<file path="src/rtl/retire_stage.sv">
// Terminal stage of the address pipeline. It drops protected-window hits, raises a flush for each one, and queues the rest for the consumer.
// Latency 1 cycle from capture to out_valid. Consumer backpressure is absorbed by the FIFO; stall_out is registered and asserted early by STALL_MARGIN.
// Optional macro RETIRE_STATS_EN builds the saturating retired_count counter.
`ifndef ADDRESS_WIDTH
`define ADDRESS_WIDTH 16
`endif
`ifndef ID_WIDTH
`define ID_WIDTH 8
`endif

module retire_stage #(
   parameter int ADDR_W       = `ADDRESS_WIDTH,
   parameter int ID_W         = `ID_WIDTH,
   parameter int DEPTH        = 8,
   parameter int STALL_MARGIN = 3,
   parameter int CNT_W        = 16
) (
   input  logic              clk,
   input  logic              reset,
   input  logic [ADDR_W-1:0] in_address,
   input  logic [ID_W-1:0]   in_id,
   input  logic              in_valid,
   input  logic              in_stall,
   input  logic              in_flush,
   input  logic [ID_W-1:0]   in_flush_id,
   input  logic [ADDR_W-1:0] prot_base,
   input  logic [ADDR_W-1:0] prot_limit,
   output logic [ADDR_W-1:0] out_address,
   output logic [ID_W-1:0]   out_id,
   output logic              out_valid,
   input  logic              out_ready,
   output logic              stall_out,
   output logic              flush_req,
   output logic [ID_W-1:0]   flush_req_id,
   output logic [CNT_W-1:0]  violation_count,
   output logic              overflow,
   output logic [CNT_W-1:0]  retired_count
);

   localparam int AW = $clog2(DEPTH);
   localparam logic [AW:0] FULL_CNT = (AW+1)'(DEPTH);
   localparam logic [AW:0] STALL_TH = (AW+1)'(DEPTH - STALL_MARGIN);

   logic [ADDR_W-1:0] mem_addr [DEPTH];
   logic [ID_W-1:0]   mem_id   [DEPTH];
   logic [AW-1:0]     rd_ptr, wr_ptr;
   logic [AW:0]       count, count_nxt;

   logic cand, squash, hit, viol, push_req, push, pop, full;

   always_comb begin
      cand      = in_valid && !in_stall;
      squash    = in_flush && (in_flush_id == in_id);
      // An inverted window (base > limit) can never satisfy both bounds.
      hit       = (in_address >= prot_base) && (in_address <= prot_limit);
      viol      = cand && !squash && hit;
      push_req  = cand && !squash && !hit;
      out_valid = (count != '0);
      full      = (count == FULL_CNT);
      pop       = out_valid && out_ready;
      push      = push_req && (!full || pop);
      count_nxt = count + {{AW{1'b0}}, push} - {{AW{1'b0}}, pop};
   end

   assign out_address = out_valid ? mem_addr[rd_ptr] : '0;
   assign out_id      = out_valid ? mem_id[rd_ptr]   : '0;

   always_ff @(posedge clk) begin
      if (push) begin
         mem_addr[wr_ptr] <= in_address;
         mem_id[wr_ptr]   <= in_id;
      end
   end

   always_ff @(posedge clk or posedge reset) begin
      if (reset) begin
         rd_ptr          <= '0;
         wr_ptr          <= '0;
         count           <= '0;
         stall_out       <= 1'b0;
         flush_req       <= 1'b0;
         flush_req_id    <= '0;
         violation_count <= '0;
         overflow        <= 1'b0;
      end else begin
         if (push) wr_ptr <= wr_ptr + 1'b1;
         if (pop)  rd_ptr <= rd_ptr + 1'b1;
         count     <= count_nxt;
         stall_out <= (count_nxt >= STALL_TH);
         flush_req <= viol;
         if (viol) begin
            flush_req_id <= in_id;
            if (violation_count != '1) violation_count <= violation_count + CNT_W'(1);
         end
         if (push_req && full && !pop) overflow <= 1'b1;
      end
   end

`ifdef RETIRE_STATS_EN
   always_ff @(posedge clk or posedge reset) begin
      if (reset)                               retired_count <= '0;
      else if (pop && (retired_count != '1))   retired_count <= retired_count + CNT_W'(1);
   end
`else
   assign retired_count = '0;
`endif

endmodule
</file>
<file path="config.mk">
export PLATFORM = sky130hd
export DESIGN_NAME = retire_stage
export DESIGN_NICKNAME = d
export VERILOG_FILES = /design/src/rtl/retire_stage.sv
export SDC_FILE = /design/constraint.sdc
export NUM_CORES = 1
export LEC_CHECK = 0
export CAP_MARGIN = 0
export CORE_MARGIN = 1.5
export CORE_UTILIZATION = 44
export CTS_CLUSTER_DIAMETER = 200
export CTS_CLUSTER_SIZE = 25
export DETAILED_ROUTE_END_ITERATION = 10
export PLACE_DENSITY = 0.65
export SYNTH_ARGS = -nofsm -noshare
export SYNTH_HDL_FRONTEND = slang
export SYNTH_SLANG_ARGS = --single-unit
</file>
<file path="constraint.sdc">
create_clock -name clk -period 3.61 [get_ports clk]
set_clock_uncertainty 0.05 [all_clocks]
set_input_delay 0.722 -clock clk [delete_from_list [all_inputs] [get_ports clk]]
set_output_delay 0.722 -clock clk [all_outputs]
set_load 0.03 [all_outputs]
</file>
==> metrics.yaml <==
power_and_ir_drop:
  clkPwrFrac: 0.179
  p_per_area_nw_per_um2: 649
  p_sw_w: 0.00284
  seqPwrFrac: 0.407
  leakage_nw: 4.80
  pwr-share-comb: 0.414
  ir_drop_uv: 317
  p_sw_frac: 0.342
  internal_power_w: 0.00546
sta:
  setup_tns_ns: 0
  finalSetupViolCount: 0
  rsz0062_at_grt: "no"
  timing.final.crit_share: 0.963
  tightest_slew_ns: 0.536
  slew_violations: 0
  clock.fmax_mhz: 288
  maxSlewHeadroom: 0.643
  period_needed_ns: 3.48
  layout_setup_ws_ns: 0.135
  hold_viol_final: 0
layout:
  regArea_sq_um: 6700
  nets: 887
  mostFrequentLayoutCell: "edfxtp_1"
  diodes: 0
  drive_above_1_share: 0.227
  final_cell_mix: "192 x edfxtp_1, 114 x clkdlybuf4s50_1, 56 x buf_4"
  syn2layout_area_growth_pct: 25.7
  n_fill_cell: 1753
  final_cells: 1064
  multiInputGateArea_sq_um: 3370
setup_path:
  r2r-end: "stall_out"
  cp.required_ns: 3.92
  reg2reg_slack_ns: 0.80
  crit-reg2reg-launch: "count[2]"
  criticalPathCategory: "in2reg"
  arrival_ns: 3.79
  crit_end: "stall_out"
  reg2regPathDepth: 14
  crit_fanout: 3
  cp-startpoint: "in_address[15]"
  crit_path_end_kind: "register"
  worst_setup_path_start_kind: "input port"
routing:
  routed_wl_um: 21000
  dr.pass1.iters: 4
  drc: 0
  vias_per_cell: 5.29
  ant_nets: 0
  vias: 5628
  wl_per_cell_um: 19.7
  first_iter_violations: 306
logic_synthesis:
  ys_async_sr_fraction: 0.162
  yosysTopAreaCell: "edfxtp_1"
  synth-seq-cells: 229
  ys.warnings.count: 0
  ys_types: 53
  synth.cell_area_sq_um: 10200
  synth.area.top_cells: "edfxtp_1 57%, mux4_2 11%, dfrtp_1 9.1%, ha_1 4.9%, mux2i_1 2.4%"
  synth_top_flop_cell: "edfxtp_1"
  postSynthAreaPerCell_sq_um: 17.1
  synth_top_area_frac: 0.566
  synth-edff-count: 192
  syn_inst: 595
  seq_area_frac_synth: 0.657
global_route:
  grt_start_max_net_pins: 27
  antenna_found_initial: 0
  gr-total-overflow: 0
  grt_pass1_vias: 5956
  grt.total_usage: 0.179
  grt_pass1_wl_um: 33300
flow_run:
  drv_cap: 0
status:
  status: "complete, no violations"
clock_network:
  clock_latency_ns: 0.46
  htree_levels: 1
  path_clk_slew_ns: 0.10
  cts-root-buf: "clkbuf_16"
  cts_sinks: 229
  cts_tree: "yes"
  cts_buffers: 13
  max-clock-path-buffers: 3
die:
  die-area_sq_um: 24100
  fp.dieW_um: 155
  die_y_um: 155
  pin_count: 138
  core_sq_um: 22600
  rows: 55
  start_util: 0.450
min_path:
  worstHoldPathType: "reg2reg"
place:
  placed_cells: 1043
  dp_slack_ns: -0.728
  routabilityCongestion: 0.774
  hpwl_um: 14400
  port_buffers: 121
[Yosys cell counts, types with 2 or more instances]
| cell | number |
|---|---|
| mux2_1 | 2 |
| nand3_1 | 7 |
| and4_1 | 2 |
| mux2_2 | 11 |
| nand4_4 | 3 |
| buf_2 | 3 |
| o21ai_0 | 6 |
| nand4_1 | 11 |
| nor3_1 | 5 |
| nor2_1 | 28 |
| o21a_1 | 2 |
| nor4b_2 | 4 |
| mux2i_1 | 24 |
| xnor2_1 | 23 |
| inv_1 | 44 |
| clkbuf_1 | 8 |
| mux4_2 | 48 |
| a21o_1 | 5 |
| and3_1 | 6 |
| nor4_1 | 2 |
| buf_4 | 17 |
| edfxtp_1 | 192 |
| xor2_1 | 2 |
| dfrtp_1 | 37 |
| buf_6 | 2 |
| xnor2_2 | 2 |
| nand2b_1 | 4 |
| and2_1 | 5 |
| nand2_1 | 14 |
| buf_1 | 6 |
| a21oi_1 | 9 |
| ha_1 | 40 |
[cell families after synthesis]
kind of cell | count (synthesis) | share of synthesized area
and+or+nand+nor | 97 | 0.0589
buffers and inverters | 80 | 0.0376
xor gates and xnor gates | 27 | 0.0247
AOI/OAI and AO/OA | 35 | 0.0259
other | 1 | 0.000368
DFF | 229 | 0.657
adders and majority gates | 41 | 0.0511
muxes | 85 | 0.144
[stage by stage]
| step | cell area, sq um | utilization | total power [W] | hold slack [ns] |
|---|---|---|---|---|
| after floorplan | 10400 | - | 0.00556 | 0.469 |
| after global placement | 12300 | 0.544 | 0.00680 | 0.423 |
| after detailed placement | 12300 | 0.544 | 0.00686 | 0.417 |
| after CTS | 12800 | 0.563 | 0.00838 | 0.452 |
| after global routing | 12800 | 0.565 | 0.00871 | 0.475 |
| final | 12800 | 0.565 | 0.00830 | 0.455 |
[registers in the layout, indices dropped and copies added, names as in the netlist]
name	flops
wr_ptr	3
mem_addr	128
flush_req_id	8
violation_count	16
overflow	1
count	4
flush_req	1
rd_ptr	3
mem_id	64
stall_out	1
[worst min-delay path by stage]
stage,startpoint,end,slack (ns),cells past startpoint
finish,violation_count[4],violation_count[4],0.46,1
global route,overflow,overflow,0.47,1
CTS,violation_count[4],violation_count[4],0.45,1
detailed placement,overflow,overflow,0.42,1
global placement,overflow,overflow,0.42,1
floorplan,count[0],count[0],0.47,1
[final cells by class]
type,count,area share
flip-flops and latches,229,0.523
inverters,44,0.0129
well taps,285,0.0279
multi-input cells,301,0.264
clock inverters,1,0.00235
clock buffers,17,0.0266
repair buffers,187,0.144
[power by group through the flow]
stage               sequential (W)  combinational (W)  clock, W
floorplan                  0.00343            0.00212         0
global route               0.00341            0.00369   0.00160
CTS                        0.00339            0.00347   0.00153
finish                     0.00338            0.00344   0.00149
global placement           0.00347            0.00334         0
detailed placement         0.00349            0.00337         0
[what timing repair did]
item	4_1_cts	5_1_grt
gates resized for setup	6	12
setup buffers	3	0
setup endpoints to repair	15	1
hold buffers	0	0
pin swaps	1	1
[per-layer routing]
metal  global-route usage  vias to the layer above  part of all wire
met2                0.320                       97              0.52
li1                     -                     2608                 -
met4               0.0330                        0             0.012
met5                    0                        -                 0
met1                0.242                     2904              0.43
met3               0.0170                       19             0.033
[worst max-delay path: stages]
cell and delay, ns:
clkdlybuf4s50_1 0.50, ha_1 0.38, nand4_2 0.13, nor4_2 0.06
a21boi_2 0.16, o41a_4 0.50, nor2_2 0.14, o21ai_1 0.10
o21ai_1 0.11, ha_1 0.19, inv_1 0.05, fa_1 0.48
inv_1 0.06, o21ai_1 0.15, nand2b_1 0.07
No activity file was read; power rests on OpenSTA's default activity.
